### src/rtl/mult_pkg.sv
// Shared widths and types for the multiplier result buffer slice.
package mult_pkg;

    localparam int unsigned N       = 8;
    localparam int unsigned DEPTH   = 4;
    localparam int unsigned LEVEL_W = $clog2(DEPTH + 1);

    typedef logic signed [2*N-1:0] prod_t;

    function automatic int unsigned level_width(input int unsigned depth);
        return $clog2(depth + 1);
    endfunction

endpackage

### src/rtl/mult_res_fifo.sv
// Synchronous result FIFO; a pop in the same cycle frees the slot for a push when full.
module mult_res_fifo
    import mult_pkg::*;
#(
    parameter int unsigned WIDTH = 2 * mult_pkg::N,
    parameter int unsigned DEPTH = mult_pkg::DEPTH,
    parameter int unsigned LW    = mult_pkg::LEVEL_W
) (
    input  logic             CLOCK,
    input  logic             RESET,
    input  logic             push,
    input  logic             pop,
    input  logic [WIDTH-1:0] din,
    output logic [WIDTH-1:0] dout,
    output logic             full,
    output logic             empty,
    output logic [LW-1:0]    level
);

    localparam int unsigned AW = $clog2(DEPTH);

    logic [WIDTH-1:0] mem [DEPTH];
    logic [AW-1:0]    wr_ptr;
    logic [AW-1:0]    rd_ptr;
    logic             do_push;
    logic             do_pop;

    assign full    = (level == LW'(DEPTH));
    assign empty   = (level == '0);
    assign do_pop  = pop && !empty;
    assign do_push = push && (!full || do_pop);

    // Head is forced to zero while empty so the output is defined without resetting storage.
    assign dout = empty ? '0 : mem[rd_ptr];

    always_ff @(posedge CLOCK) begin
        if (do_push) begin
            mem[wr_ptr] <= din;
        end
    end

    always_ff @(posedge CLOCK or posedge RESET) begin
        if (RESET) begin
            wr_ptr <= '0;
            rd_ptr <= '0;
            level  <= '0;
        end else begin
            if (do_push) begin
                wr_ptr <= wr_ptr + 1'b1;
            end
            if (do_pop) begin
                rd_ptr <= rd_ptr + 1'b1;
            end
            case ({do_push, do_pop})
                2'b10:   level <= level + 1'b1;
                2'b01:   level <= level - 1'b1;
                default: level <= level;
            endcase
        end
    end

endmodule

### src/rtl/mult_result_buffer.sv
// Credit-based operand issue to an external multiplier with an in-order result FIFO.
module mult_result_buffer
    import mult_pkg::*;
#(
    parameter int unsigned N     = mult_pkg::N,
    parameter int unsigned DEPTH = mult_pkg::DEPTH,
    parameter int unsigned LW    = level_width(DEPTH)
) (
    input  logic                  CLOCK,
    input  logic                  RESET,
    input  logic                  IN_VALID,
    output logic                  IN_READY,
    input  logic signed [N-1:0]   A_IN,
    input  logic signed [N-1:0]   B_IN,
    output logic                  START,
    output logic signed [N-1:0]   A,
    output logic signed [N-1:0]   B,
    input  logic signed [2*N-1:0] S,
    input  logic                  END_MULT,
    output logic                  OUT_VALID,
    input  logic                  OUT_READY,
    output logic signed [2*N-1:0] OUT_DATA,
    output logic [LW-1:0]         LEVEL,
    output logic                  OVERFLOW
);

    logic [LW-1:0]    inflight;
    logic [LW:0]      occupancy;
    logic             issue;
    logic             pop;
    logic             end_counted;
    logic             fifo_full;
    logic             fifo_empty;
    logic [2*N-1:0]   fifo_dout;

    // Every slot is reserved at issue time, so a returning product always has room.
    assign occupancy   = {1'b0, LEVEL} + {1'b0, inflight};
    assign IN_READY    = (occupancy < (LW+1)'(DEPTH));
    assign issue       = IN_VALID && IN_READY;
    assign OUT_VALID   = !fifo_empty;
    assign pop         = OUT_VALID && OUT_READY;
    assign end_counted = END_MULT && (inflight != '0);
    assign OUT_DATA    = fifo_dout;

    always_ff @(posedge CLOCK or posedge RESET) begin
        if (RESET) begin
            START <= 1'b0;
            A     <= '0;
            B     <= '0;
        end else begin
            START <= issue;
            if (issue) begin
                A <= A_IN;
                B <= B_IN;
            end
        end
    end

    always_ff @(posedge CLOCK or posedge RESET) begin
        if (RESET) begin
            inflight <= '0;
        end else if (issue && !end_counted) begin
            inflight <= inflight + 1'b1;
        end else if (!issue && end_counted) begin
            inflight <= inflight - 1'b1;
        end
    end

    // Sticky: a dropped product, or a return with nothing outstanding.
    always_ff @(posedge CLOCK or posedge RESET) begin
        if (RESET) begin
            OVERFLOW <= 1'b0;
        end else if (END_MULT && ((fifo_full && !pop) || (inflight == '0))) begin
            OVERFLOW <= 1'b1;
        end
    end

    mult_res_fifo #(
        .WIDTH (2 * N),
        .DEPTH (DEPTH),
        .LW    (LW)
    ) u_fifo (
        .CLOCK (CLOCK),
        .RESET (RESET),
        .push  (END_MULT),
        .pop   (pop),
        .din   (S),
        .dout  (fifo_dout),
        .full  (fifo_full),
        .empty (fifo_empty),
        .level (LEVEL)
    );

endmodule

### config.mk
export PLATFORM = sky130hd
export DESIGN_NAME = mult_result_buffer
export DESIGN_NICKNAME = d
export VERILOG_FILES = /design/src/rtl/mult_pkg.sv /design/src/rtl/mult_res_fifo.sv /design/src/rtl/mult_result_buffer.sv
export SDC_FILE = /design/constraint.sdc
export NUM_CORES = 1
export LEC_CHECK = 0
export CAP_MARGIN = 20
export CORE_MARGIN = 1.5
export CORE_UTILIZATION = 51
export DETAILED_ROUTE_END_ITERATION = 7
export GPL_TIMING_DRIVEN = 1
export PLACE_DENSITY = 0.84
export SLEW_MARGIN = 20
export SYNTH_ARGS = -nofsm -noshare
export SYNTH_HDL_FRONTEND = slang
export SYNTH_SLANG_ARGS = --single-unit
### constraint.sdc
create_clock -name CLOCK -period 2.87 [get_ports CLOCK]
set_input_delay 0.574 -clock CLOCK [delete_from_list [all_inputs] [get_ports CLOCK]]
set_output_delay 0.574 -clock CLOCK [all_outputs]
set_load 0.01 [all_outputs]
Word-level counts from Yosys, hierarchy flattened. Memory sizes are Yosys's and may differ from the RTL's. Cells that the tools add are included.

$add $sub $neg: 7. $lt $le $gt $ge: 1. Eq/ne operators: 3. Multiplexer cells: 6. Reduce and logical (&&, ||, !) cells: 21.

Operators with widths (number): 16-bit 2-to-1 mux (1); 1-bit logical AND (9); 3-bit by 1-bit adder with 3-bit output, second input constant (2); 3-bit logical NOT (2); 3-bit 2-to-1 mux (2); 3-bit one-hot mux with 2 select lines (1); 3-bit by 1-bit subtractor with 3-bit output, second input constant (2); 1-bit logical NOT (5); 2-bit by 1-bit adder with 2-bit output, second input constant (2); 3-bit by 3-bit adder with 4-bit output (1); 4-bit by 3-bit less-than comparator with 1-bit output, second input constant (1); 2-bit nonzero test (2); 3-bit == test, second input constant (1); 3-bit nonzero test (1); 2-bit by 1-bit == test with 1-bit output, second input constant (1); 2-bit == test, second input constant (1); 1-bit logical OR (2); 1-bit 2-to-1 mux (2).

Bits in registers: 28. Bits in writable memories: 64. Bits of input ports: 37. Logic and storage cells: 47. Memories kept: 1.

Memories: u_fifo.mem (words 4, bits a word 16, rd ports 1, clocked after memory_dff 0, wr ports 1, line mult_res_fifo.sv:22) `logic [WIDTH-1:0] mem [DEPTH];`.

Longest topological paths before layout. Gate-level depths: netlist of run 1.

Word-level depth: 8. Depth in mapped cells: 11.

Modules after synthesis. Synthesis of run 1 repeated with hierarchy kept, for this count alone.

Cells, all modules: 202. Area, all modules: 3808.7 um^2.

Modules (own cells, without submodules): mult_res_fifo (instances 1, cells an instance 141, area an instance 2857.7 um^2, sequential area each 2097.0 um^2); mult_result_buffer (instances 1, cells an instance 61, area an instance 950.9 um^2, sequential area each 525.5 um^2).

Worst setup path before layout of run 1. OpenSTA, ideal clock, no wires.

Path kind: reg-to-reg. Start point: register u_fifo.level[2]. End point: register inflight[2]. Setup time: 0.079 ns. Arrival time: 2.285 ns. Required time: 2.791 ns. Path slack: 0.505 ns. Stages on the path, launching flop included: 12. Clock period less this slack: 2.365 ns. Cell sequence: dfrtp_1 -> ha_1 -> nor3_1 -> and3_1 -> buf_6 -> buf_12 -> ha_1 -> inv_1 -> fa_1 -> xor2_1 -> nor2_1 -> xor2_1.

Longest elaborated chain between the ends: 6. Elaborated cells on any way between the ends: 8. Those cells by class: 1 x add/sub; 1 x order compare; 1 x mux; 5 x reduce/logical.

Ends and longest elaborated chain: start: declaration (line mult_res_fifo.sv:17) `output logic [LW-1:0] level`; start signal: assignment (line mult_res_fifo.sv:55) `2'b10: level <= level + 1'b1;`; start signal: assignment (line mult_res_fifo.sv:56) `2'b01: level <= level - 1'b1;`; start signal: assignment (line mult_res_fifo.sv:57) `default: level <= level;`; 3-bit by 3-bit adder with 4-bit output * (line mult_result_buffer.sv:37) `assign occupancy = {1'b0, LEVEL} + {1'b0, inflight};`; 4-bit by 3-bit less-than comparator with 1-bit output * (line mult_result_buffer.sv:38) `assign IN_READY = (occupancy < (LW+1)'(DEPTH));`; 1-bit logical AND * (line mult_result_buffer.sv:39) `assign issue = IN_VALID && IN_READY;`; net issue (line mult_result_buffer.sv:29) `logic issue;`; 1-bit logical NOT (line mult_result_buffer.sv:64) `end else if (!issue && end_counted) begin`; 1-bit logical AND (line mult_result_buffer.sv:64); 2-bit nonzero test (no line); end signal: assignment (line mult_result_buffer.sv:63) `inflight <= inflight + 1'b1;`; end signal: assignment (line mult_result_buffer.sv:65) `inflight <= inflight - 1'b1;`; end: declaration (line mult_result_buffer.sv:27) `logic [LW-1:0] inflight;`.

The timed path passes the listed nets; every way through them passes the cells marked *. A chain may end at the register's enable or synchronous reset.

Worst setup path in the final report of run 1.
Start point: register u_fifo.rd_ptr[0]. End point: output OUT_DATA[4].

Longest elaborated chain between the ends: 2.

Ends and longest elaborated chain: start: declaration (line mult_res_fifo.sv:24) `logic [AW-1:0] rd_ptr;`; start signal: assignment (line mult_res_fifo.sv:52) `rd_ptr <= rd_ptr + 1'b1;`; memory 4 x 16 bit; 16-bit 2-to-1 mux (line mult_res_fifo.sv:34) `assign dout = empty ? '0 : mem[rd_ptr];`; end: declaration (line mult_result_buffer.sv:22) `output logic signed [2*N-1:0] OUT_DATA,`.

Every way passes these cells.

==> key figures, run 1 <==
CTS
  • Number of resized instances in the post-cts repair step: 0
  • Cell chosen for the clock root: clkbuf_8
  • Total of hold buffers inserted after clock tree synthesis: 0
  • Total CTS buffers: 9
  • TritonCTS clock tree: done
  • Clock Latency Late Sink: 0.35 ns
  • Clock transition at the registers of the reported paths: 0.08 ns
  • Level count of the clock H-tree: 3
  • Total setup buffers inserted after CTS: 0
  • Maximum buffer depth of the clock tree: 2
  • Clock net sink count: 92

Synth
  • Total of warnings raised by yosys: 0
  • Post-synthesis net count: 244
  • Cells after synthesis: 197
  • Share of flip-flops with an asynchronous set or reset: 0.3043
  • Most instantiated flip-flop cell in the synthesis netlist: edfxtp_1
  • Synthesized flop and latch total: 92
  • EDFF count, synth: 64
  • Syn Area/Cell: 19.15 sq um
  • Cell Area, Synth: 3772 sq um
  • Sequential fraction of the synthesis area: 0.6952
  • Yosys cell types: 27

STA
  • Slew Limit Headroom: 0.4554
  • Endpoints failing hold: 0
  • Number of slew-limit violations in the final report: 0
  • Final TNS setup: 0 ns
  • Transition time at the pin with the least slew margin: 0.8169 ns
  • Final period utilization: 0.9523
  • Fmax: 365.9 MHz
  • Final setup fails: 0
  • Unrepaired setup endpoints after global routing: false
  • Time the final worst path needs with I/O delays and setup: 2.733 ns
  • Final setup skew: 0.008895 ns

Place
  • Routability cong.: 0.7899
  • HPWL after detailed placement: 4.402 mm
  • Number of cells after detailed placement: 368
  • Quantity of I/O buffers inserted on ports: 75
  • Placed standard-cell area: 4619 sq um

Hold path
  • Type of the most critical hold path: reg2reg

Cells and area
  • Post-layout instance area: 4830 sq um
  • Antenna fix cells: 0
  • Fraction of the core area covered by cells at the end of the flow: 0.6694
  • Fill count: 504
  • Net total in the final layout: 327
  • Layout overhead on the synthesized area: 28.03%
  • Area taken by multi-input logic gates: 1047 sq um
  • Share of cells above drive strength 1: 0.1937
  • Number of non-filler instances in the completed layout: 383
  • Sequential standard cell area: 2623 sq um

GRT
  • Maximum number of pins on one net before global-route repair: 29
  • Congestion Overflow GR: 0
  • Antenna violations before repair: 0
  • Wire length of the first global-routing pass: 10.18 mm
  • Overall Global Routing Usage: 0.1791
  • Number of global-route vias before repair: 2,098

Worst setup path
  • Stage delay of the slowest cell on the critical path: 0.52 ns
  • Crit. End Element: output port
  • CP delay by family, top: buffers and inverters
  • Cell with the largest stage delay on the worst path: mux4_2
  • Arrival time at the worst endpoint: 2.16 ns
  • Number of buffer and inverter stages on the critical path: 2
  • Critical Path Fanout Max: 16
  • Kind of critical path: reg2out
  • List of cells traversed by the critical path: buf_12 > mux4_2 > and2_1 > clkdlybuf4s50_1
  • CP startpoint kind: flip-flop
  • CP Data Required Time: 2.30 ns

Route
  • Vias/cell: 5.063
  • Number of remaining DRC errors: 0
  • Final wirelength: 6.400 mm
  • ANT nets after route: 0
  • First-pass DRT Iterations: 4
  • DR vias: 1,939
  • Final routed wire length divided by cell count: 16.71 um
  • First DRT Iteration DRCs: 106

Floorplan
  • Floorplan Core Area: 7214 sq um
  • Rows: 31
  • Initial standard-cell utilization of the core: 0.5229
  • Die area: 7922 sq um
  • Die Wd: 89.01 um
  • Vertical extent of the die: 89.01 um
  • Ports placed on the boundary: 76

Pwr
  • Power density over the cells: 1073 nW/um^2
  • Pwr Total: 5.183 mW
  • Worst IR Drop VDD: 0.7256 mV
  • Leak Pwr: 1.773 nW

Run
  • Maxcap violations: 0

Run status
  • Result of the run: finished, final reports clean
[path summary, 6_finish.rpt]
kind / startpoint / to / slack (ns) / cells past startpoint
max in group asynchronous: RESET / u_fifo.rd_ptr[1]$_DFFE_PP0P_ / 2.00 / 3
min reg2reg: OVERFLOW$_DFFE_PP0P_ / OVERFLOW$_DFFE_PP0P_ / 0.48 / 1
max reg2reg: u_fifo.level[2]$_DFFE_PP0P_ / inflight[2]$_DFFE_PP0P_ / 0.59 / 9
min: OVERFLOW$_DFFE_PP0P_ / OVERFLOW$_DFFE_PP0P_ / 0.48 / 1
min in group asynchronous: RESET / A[3]$_DFFE_PP0P_ / 0.58 / 3
max: u_fifo.rd_ptr[0]$_DFFE_PP0P_ / OUT_DATA[4] / 0.14 / 4
[synth_stat cells, types with 2 or more instances]
| cell | n | area (sq um) |
|---|---|---|
| edfxtp_1 | 64 | 1922 |
| dfrtp_1 | 28 | 700.7 |
| and2_1 | 21 | 131.4 |
| mux4_2 | 16 | 360.4 |
| mux2_2 | 9 | 101.4 |
| mux2_4 | 9 | 135.1 |
| ha_1 | 8 | 100.1 |
| inv_1 | 8 | 30.03 |
| xor2_1 | 5 | 43.79 |
| buf_2 | 4 | 20.02 |
| xnor2_1 | 4 | 35.03 |
| buf_6 | 2 | 22.52 |
| fa_1 | 2 | 40.04 |
| nand2b_1 | 2 | 12.51 |
| nor2_1 | 2 | 7.510 |
| nor3_1 | 2 | 10.01 |
[flip-flops by register name, indices dropped and copies added, names as in the netlist]
signal	cells
inflight	3
u_fifo.wr_ptr	2
START	1
u_fifo.mem	64
u_fifo.rd_ptr	2
A	8
u_fifo.level	3
OVERFLOW	1
B	8
[cell families after synthesis]
logic type	Yosys count	share of synthesized area
buffers and inverters	16	0.02852
and+or+nand+nor	34	0.05606
AOI/OAI and AO/OA	1	0.001325
DFF	92	0.6952
muxes	35	0.1609
xor gates and xnor gates	9	0.02089
adders and majority gates	10	0.03715
[report_power, final]
group	total, mW	switching, mW	internal [mW]
Combinational	2.26	0.900	1.36
Clock	0.891	0.408	0.483
Sequential	2.03	0.203	1.83
Total	5.18	1.51	3.67
[per-stage QoR]
| step | worst slack, ns | hold WS (ns) |
|---|---|---|
| after detailed placement | 0.1507 | 0.4675 |
| after floorplan | 0.5054 | 0.4674 |
| after CTS | 0.03124 | 0.4921 |
| after global placement | 0.3086 | 0.4530 |
| final | 0.1370 | 0.4845 |
| after global routing | 0.03176 | 0.5023 |
[layer usage]
layer | vias to the layer above | global-route usage | wire length (um)
met4 | 0 | 0.05455 | 86
met3 | 9 | 0.06371 | 466
li1 | 896 | - | -
met2 | 68 | 0.3106 | 3319
met5 | - | 0 | 0
met1 | 966 | 0.2115 | 2527
[layout by cell type, fill, tap and decap left out, types with 2 or more instances in the layout]
master / count
fa_1: 2
nor2_1: 2
xnor2_1: 4
mux2_2: 9
bufinv_16: 2
clkbuf_8: 9
dfrtp_1: 28
clkdlybuf4s50_1: 75
nor3_1: 2
mux4_2: 16
inv_1: 8
ha_1: 8
xor2_1: 5
mux2_4: 9
nand2b_1: 2
edfxtp_1: 64
and2_1: 21
buf_4: 4
[area by class of cell]
| cell class | count | share of cell area |
|---|---|---|
| inverters | 8 | 0.006218 |
| flip-flops and latches | 92 | 0.5430 |
| clock inverters | 5 | 0.01606 |
| repair buffers | 80 | 0.1658 |
| multi-input cells | 89 | 0.2168 |
| well taps | 99 | 0.02565 |
| clock buffers | 10 | 0.02642 |
No activity file was read; power rests on OpenSTA's default activity.
==> run 2: changes to the inputs <==
--- a/config.mk
+++ b/config.mk
@@ -6,8 +6,8 @@
 export NUM_CORES = 1
 export LEC_CHECK = 0
 export CAP_MARGIN = 20
-export CORE_MARGIN = 1.5
 export CORE_UTILIZATION = 51
+export CTS_CLUSTER_DIAMETER = 50
 export DETAILED_ROUTE_END_ITERATION = 7
 export GPL_TIMING_DRIVEN = 1
 export PLACE_DENSITY = 0.84
==> key figures, run 2 (same netlist as run 1, synthesis figures left out) <==
Worst setup path
  • Arrival time at the worst endpoint: 2.20 ns (+0.04 ns)
  • Cell with the largest stage delay on the worst path: mux4_2
  • Kind of critical path: reg2out
  • CP startpoint kind: flip-flop
  • Critical Path Fanout Max: 16 (unchanged)
  • List of cells traversed by the critical path: buf_12 > mux4_2 > and2_1 > clkdlybuf4s50_1
  • CP Data Required Time: 2.30 ns (about the same)
  • Crit. End Element: output port
  • Stage delay of the slowest cell on the critical path: 0.53 ns (about the same)

CTS
  • Number of resized instances in the post-cts repair step: 1 (+1)
  • Total setup buffers inserted after CTS: 0 (unchanged)
  • Total of hold buffers inserted after clock tree synthesis: 0 (unchanged)
  • Clock transition at the registers of the reported paths: 0.09 ns (about the same)
  • Cell chosen for the clock root: clkbuf_8
  • Total CTS buffers: 9 (unchanged)
  • Clock Latency Late Sink: 0.36 ns (about the same)
  • Level count of the clock H-tree: 3 (unchanged)
  • Maximum buffer depth of the clock tree: 2 (unchanged)
  • Clock net sink count: 92 (unchanged)
  • TritonCTS clock tree: done

GRT
  • Congestion Overflow GR: 0 (unchanged)
  • Maximum number of pins on one net before global-route repair: 29 (unchanged)
  • Wire length of the first global-routing pass: 9.784 mm (-3.9%)
  • Overall Global Routing Usage: 0.1813 (+0.002239)
  • Number of global-route vias before repair: 1,990 (-5.1%)
  • Antenna violations before repair: 0 (unchanged)

Hold path
  • Type of the most critical hold path: reg2reg

STA
  • Transition time at the pin with the least slew margin: 0.8226 ns (+0.005638 ns)
  • Slew Limit Headroom: 0.4516 (-0.003759)
  • Final TNS setup: 0 ns (unchanged)
  • Final setup fails: 0 (unchanged)
  • Final period utilization: 0.9673 (+0.01502)
  • Unrepaired setup endpoints after global routing: false
  • Number of slew-limit violations in the final report: 0 (unchanged)
  • Time the final worst path needs with I/O delays and setup: 2.776 ns (+0.04312 ns)
  • Fmax: 360.2 MHz (-1.6%)
  • Final setup skew: 0.01271 ns (+0.003820 ns)
  • Endpoints failing hold: 0 (unchanged)
  • Final worst-path setup slack: 0.09385 ns (-0.04312 ns)

Cells and area
  • Fraction of the core area covered by cells at the end of the flow: 0.6939 (+0.02447)
  • Number of flip-flops in the largest register: 64 (unchanged)
  • Commonest cells after routing, fill and taps aside: clkdlybuf4s50_1, edfxtp_1, dfrtp_1, and2_1, mux4_2
  • Share of cells above drive strength 1: 0.2035 (+0.009847)
  • Largest register by flop count: u_fifo.mem
  • Number of non-filler instances in the completed layout: 381 (-0.52%)
  • Antenna fix cells: 0 (unchanged)
  • Fill count: 480 (-4.8%)
  • Registers with the most flip-flops: u_fifo.mem x64, A x8, B x8
  • Layout overhead on the synthesized area: 28.42%
  • Commonest non-fill, non-tap cell in the layout: clkdlybuf4s50_1
  • Area taken by multi-input logic gates: 1047 sq um (unchanged)
  • Net total in the final layout: 327 (unchanged)
  • Sequential standard cell area: 2623 sq um (unchanged)

Route
  • Number of remaining DRC errors: 0 (unchanged)
  • Final wirelength: 6.286 mm (-1.8%)
  • Final routed wire length divided by cell count: 16.50 um (-1.3%)
  • ANT nets after route: 0 (unchanged)
  • DR vias: 1,900 (-2.0%)
  • First DRT Iteration DRCs: 50 (-53%)
  • Vias/cell: 4.987 (-1.5%)
  • First-pass DRT Iterations: 4 (unchanged)

Pwr
  • Power density over the cells: 1079 nW/um^2 (+0.53%)
  • Worst IR Drop VDD: 0.6445 mV (-11%)
  • Leak Pwr: 1.781 nW (+0.47%)

Floorplan
  • Floorplan Core Area: 6982 sq um (-3.2%)
  • Rows: 30 (-3.2%)
  • Initial standard-cell utilization of the core: 0.5403 (+0.01743)
  • Die area: 7745 sq um (-2.2%)
  • Die Wd: 88.01 um (-1.1%)
  • Vertical extent of the die: 88.01 um (-1.1%)
  • Ports placed on the boundary: 76 (unchanged)

Place
  • Quantity of I/O buffers inserted on ports: 75 (unchanged)
  • HPWL after detailed placement: 4.300 mm (-2.3%)
  • Number of cells after detailed placement: 365 (-0.82%)
  • Routability cong.: 0.7211 (-8.7%)
  • Setup slack at placement: 0.2267 ns (+0.07603 ns)

Run
  • Maxcap violations: 0 (unchanged)

Run status
  • Result of the run: finished, final reports clean
run 2: critical path: cells and delay by family, from the launching register on:
kind | cells | cell delay [ns]
buf+inv | 2 | 0.69
mux | 1 | 0.53
flops | 1 | 0.44
simple gates | 1 | 0.18
run 2: final timing paths:
check | start | end | slack (ns) | cells after the start
min in group asynchronous | RESET | A[0]$_DFFE_PP0P_ | 0.60 | 3
max reg2reg | u_fifo.level[2]$_DFFE_PP0P_ | inflight[2]$_DFFE_PP0P_ | 0.63 | 9
max | u_fifo.rd_ptr[0]$_DFFE_PP0P_ | OUT_DATA[1] | 0.09 | 4
max in group asynchronous | RESET | u_fifo.wr_ptr[0]$_DFFE_PP0P_ | 2.00 | 3
min | OVERFLOW$_DFFE_PP0P_ | OVERFLOW$_DFFE_PP0P_ | 0.48 | 1
min reg2reg | OVERFLOW$_DFFE_PP0P_ | OVERFLOW$_DFFE_PP0P_ | 0.48 | 1
run 2: final cells by class:
cell class | instances | area share
flip-flops and latches | 92 | 0.5413
multi-input cells | 89 | 0.2162
repair buffers | 80 | 0.1653
clock buffers | 11 | 0.03357
well taps | 96 | 0.02479
clock inverters | 5 | 0.01265
inverters | 8 | 0.006198
run 2: power breakdown:
group / switching [mW] / leakage (nW) / internal [mW]
clock network: 0.448 / 0.112 / 0.486
registers: 0.212 / 0.915 / 1.83
logic: 0.894 / 0.754 / 1.36
total: 1.55 / 1.78 / 3.67
run 2: stage by stage:
stage / instance area (sq um) / hold slack [ns] / power (mW)
6_report: 4845 / 0.4802 / 5.226
3_5_place_dp: 4616 / 0.4562 / 4.346
3_3_place_gp: 4616 / 0.4581 / 4.268
2_1_floorplan: 3772 / 0.4674 / 3.398
4_1_cts: 4845 / 0.4819 / 5.289
5_1_grt: 4845 / 0.4944 / 5.507
run 2: metal layers:
metal | part of all wire | wire, um | track usage | vias to the layer above
li1 | - | - | - | 899
met1 | 0.41 | 2567 | 0.2163 | 943
met2 | 0.53 | 3353 | 0.3044 | 46
met3 | 0.032 | 203 | 0.03582 | 12
met4 | 0.026 | 161 | 0.1133 | 0
met5 | 0 | 0 | 0 | -
==> run 3: changes to the inputs <==
--- a/config.mk
+++ b/config.mk
@@ -11,6 +11,7 @@
 export DETAILED_ROUTE_END_ITERATION = 7
 export GPL_TIMING_DRIVEN = 1
 export PLACE_DENSITY = 0.84
+export SETUP_SLACK_MARGIN = 0.02
 export SLEW_MARGIN = 20
 export SYNTH_ARGS = -nofsm -noshare
 export SYNTH_HDL_FRONTEND = slang
==> constraint.sdc (replaced) <==
create_clock -name CLOCK -period 3 [get_ports CLOCK]
set_input_delay 0.6 -clock CLOCK [delete_from_list [all_inputs] [get_ports CLOCK]]
set_output_delay 0.6 -clock CLOCK [all_outputs]
set_load 0.01 [all_outputs]
==> key figures, run 3 (same netlist as run 1, synthesis figures left out) <==
Floorplan
  • Ports placed on the boundary: 76 (unchanged)
  • Floorplan Core Area: 6982 sq um (unchanged)
  • Initial standard-cell utilization of the core: 0.5403 (unchanged)
  • Rows: 30 (unchanged)
  • Vertical extent of the die: 88.01 um (unchanged)
  • Die Wd: 88.01 um (unchanged)
  • Die area: 7745 sq um (unchanged)

CTS
  • Total CTS buffers: 9 (unchanged)
  • Maximum buffer depth of the clock tree: 2 (unchanged)
  • Cell chosen for the clock root: clkbuf_8
  • Clock net sink count: 92 (unchanged)
  • Clock Latency Late Sink: 0.35 ns (about the same)
  • Number of resized instances in the post-cts repair step: 0 (-1)
  • Total setup buffers inserted after CTS: 0 (unchanged)
  • TritonCTS clock tree: done
  • Clock transition at the registers of the reported paths: 0.08 ns (about the same)
  • Level count of the clock H-tree: 3 (unchanged)
  • Total of hold buffers inserted after clock tree synthesis: 0 (unchanged)

Place
  • Routability cong.: 0.7443 (+3.2%)
  • Placed standard-cell area: 4633 sq um (+0.38%)
  • Setup slack at placement: 0.1268 ns (-0.09997 ns)
  • Quantity of I/O buffers inserted on ports: 75 (unchanged)
  • HPWL after detailed placement: 4.265 mm (-0.81%)

Cells and area
  • Fill count: 468 (-2.5%)
  • Registers with the most flip-flops: u_fifo.mem x64, A x8, B x8
  • Layout overhead on the synthesized area: 28.09%
  • Fraction of the core area covered by cells at the end of the flow: 0.6921 (-0.001792)
  • Antenna fix cells: 0 (unchanged)
  • Largest register by flop count: u_fifo.mem
  • Number of flip-flops in the largest register: 64 (unchanged)
  • Post-layout instance area: 4832 sq um (-0.26%)
  • Commonest cells after routing, fill and taps aside: clkdlybuf4s50_1, edfxtp_1, dfrtp_1, and2_1, mux4_2
  • Share of cells above drive strength 1: 0.2111 (+0.007564)
  • Commonest non-fill, non-tap cell in the layout: clkdlybuf4s50_1
  • Net total in the final layout: 331 (+1.2%)

Route
  • Number of remaining DRC errors: 0 (unchanged)
  • Vias/cell: 5.073 (+1.7%)
  • Final wirelength: 6.207 mm (-1.3%)
  • First DRT Iteration DRCs: 88 (+76%)
  • Final routed wire length divided by cell count: 16.12 um (-2.3%)
  • Top sig layer: met4
  • Total met3 wirelength after detailed routing: 193 um (-4.9%)
  • DR vias: 1,953 (+2.8%)
  • Detailed-routed wire length on met2: 3.364 mm (+0.33%)
  • Routed length on met1: 2.538 mm (-1.1%)
  • First-pass DRT Iterations: 4 (unchanged)
  • ANT nets after route: 0 (unchanged)

Pwr
  • Worst IR Drop VDD: 0.6567 mV (+1.9%)
  • Leak Pwr: 1.772 nW (-0.47%)
  • Power density over the cells: 1015 nW/um^2 (-5.9%)

STA
  • Unrepaired setup endpoints after global routing: false
  • Final period utilization: 0.9380
  • Number of slew-limit violations in the final report: 0 (unchanged)
  • Endpoints failing hold: 0 (unchanged)
  • Transition time at the pin with the least slew margin: 0.5636 ns (-0.2590 ns)
  • Final TNS setup: 0 ns (unchanged)
  • Final worst-path setup slack: 0.1859 ns (+0.09202 ns)
  • Time the final worst path needs with I/O delays and setup: 2.814 ns
  • Final setup skew: 0.009250 ns (-0.003464 ns)
  • Slew Limit Headroom: 0.6243 (+0.1727)
  • Final setup fails: 0 (unchanged)
  • Fmax: 355.4 MHz

Worst setup path
  • Number of buffer and inverter stages on the critical path: 1 (-1)
  • Arrival time at the worst endpoint: 2.21 ns (about the same)
  • Depth of the most critical reg-to-reg path: 8 (-1)
  • R2r endpoint: u_fifo.level[2]$_DFFE_PP0P_
  • CP startpoint kind: flip-flop
  • Crit. End Element: output port
  • Origin of the critical flop-to-flop path: u_fifo.level[0]$_DFFE_PP0P_
  • Source of the critical timing path: u_fifo.level[0]$_DFFE_PP0P_
  • CP delay by family, top: simple AND/OR/NAND/NOR gates
  • Cell with the largest stage delay on the worst path: or3_1
  • List of cells traversed by the critical path: or3_1 > and2_1 > clkdlybuf4s50_1
  • Stage delay of the slowest cell on the critical path: 0.66 ns (+0.13 ns)
  • Flop-to-flop setup slack: 0.62 ns (about the same)
  • Kind of critical path: reg2out
  • CP Data Required Time: 2.40 ns (+0.10 ns)
  • Critical Path Fanout Max: 19 (+3)

Hold path
  • Hold path startpoint: OVERFLOW$_DFFE_PP0P_
  • Type of the most critical hold path: reg2reg
  • WHS Path Cells: 1 (unchanged)
  • Endpoint, Worst Hold: OVERFLOW$_DFFE_PP0P_

Run
  • Maxcap violations: 0 (unchanged)

Run status
  • Result of the run: finished, final reports clean

GRT
  • Wire length of the first global-routing pass: 9.873 mm (+0.91%)
  • Number of global-route vias before repair: 1,995 (+0.25%)
  • Overall Global Routing Usage: 0.1794 (-0.001916)
  • Congestion Overflow GR: 0 (unchanged)
  • Maximum number of pins on one net before global-route repair: 29 (unchanged)
  • Antenna violations before repair: 0 (unchanged)
run 3: worst register-to-register path, delay by kind of cell, from the launching register on:
family | cells | cell delay, ns
DFF | 1 | 0.47
adders and majority gates | 2 | 0.40
buffers and inverters | 1 | 0.07
xor gates and xnor gates | 2 | 0.29
and+or+nand+nor | 3 | 1.03
run 3: layout make-up:
class	instances	area (sq um)	area share
clock buffers	9	123.9	0.02563
flip-flops and latches	92	2623	0.5427
multi-input cells	89	1042	0.2157
repair buffers	84	818.3	0.1693
inverters	8	30.03	0.006214
well taps	96	120.1	0.02486
clock inverters	7	75.07	0.01554
run 3: per-stage QoR:
step	cells	hold slack [ns]	total power [mW]
6_report	385	0.5008	4.905
3_5_place_dp	369	0.4911	4.158
4_1_cts	385	0.5153	4.973
5_1_grt	385	0.5154	5.197
2_1_floorplan	197	0.4674	3.251
3_3_place_gp	369	0.4524	4.091
run 3: metal layers:
layer | vias up | global-route usage
met2 | 43 | 0.3044
met3 | 10 | 0.03770
met4 | 0 | 0.08495
met5 | - | 0
li1 | 903 | -
met1 | 997 | 0.2211
run 3: how the worst max path moves through the flow:
stage,endpoint,slack [ns],depth (start not counted)
2_1_floorplan,inflight[2]$_DFFE_PP0P_,0.64,11
3_3_place_gp,u_fifo.level[2]$_DFFE_PP0P_,0.35,10
3_5_place_dp,u_fifo.level[2]$_DFFE_PP0P_,0.13,10
4_1_cts,OUT_DATA[4],0.14,3
5_1_grt,OUT_DATA[4],0.06,3
6_report,OUT_DATA[4],0.19,3
run 3: where the power goes:
group / switching (mW) / leakage (nW) / internal (mW) / total, mW
combinational: 0.860 / 0.769 / 1.30 / 2.16
clock: 0.420 / 0.0884 / 0.388 / 0.808
sequential: 0.188 / 0.915 / 1.75 / 1.93
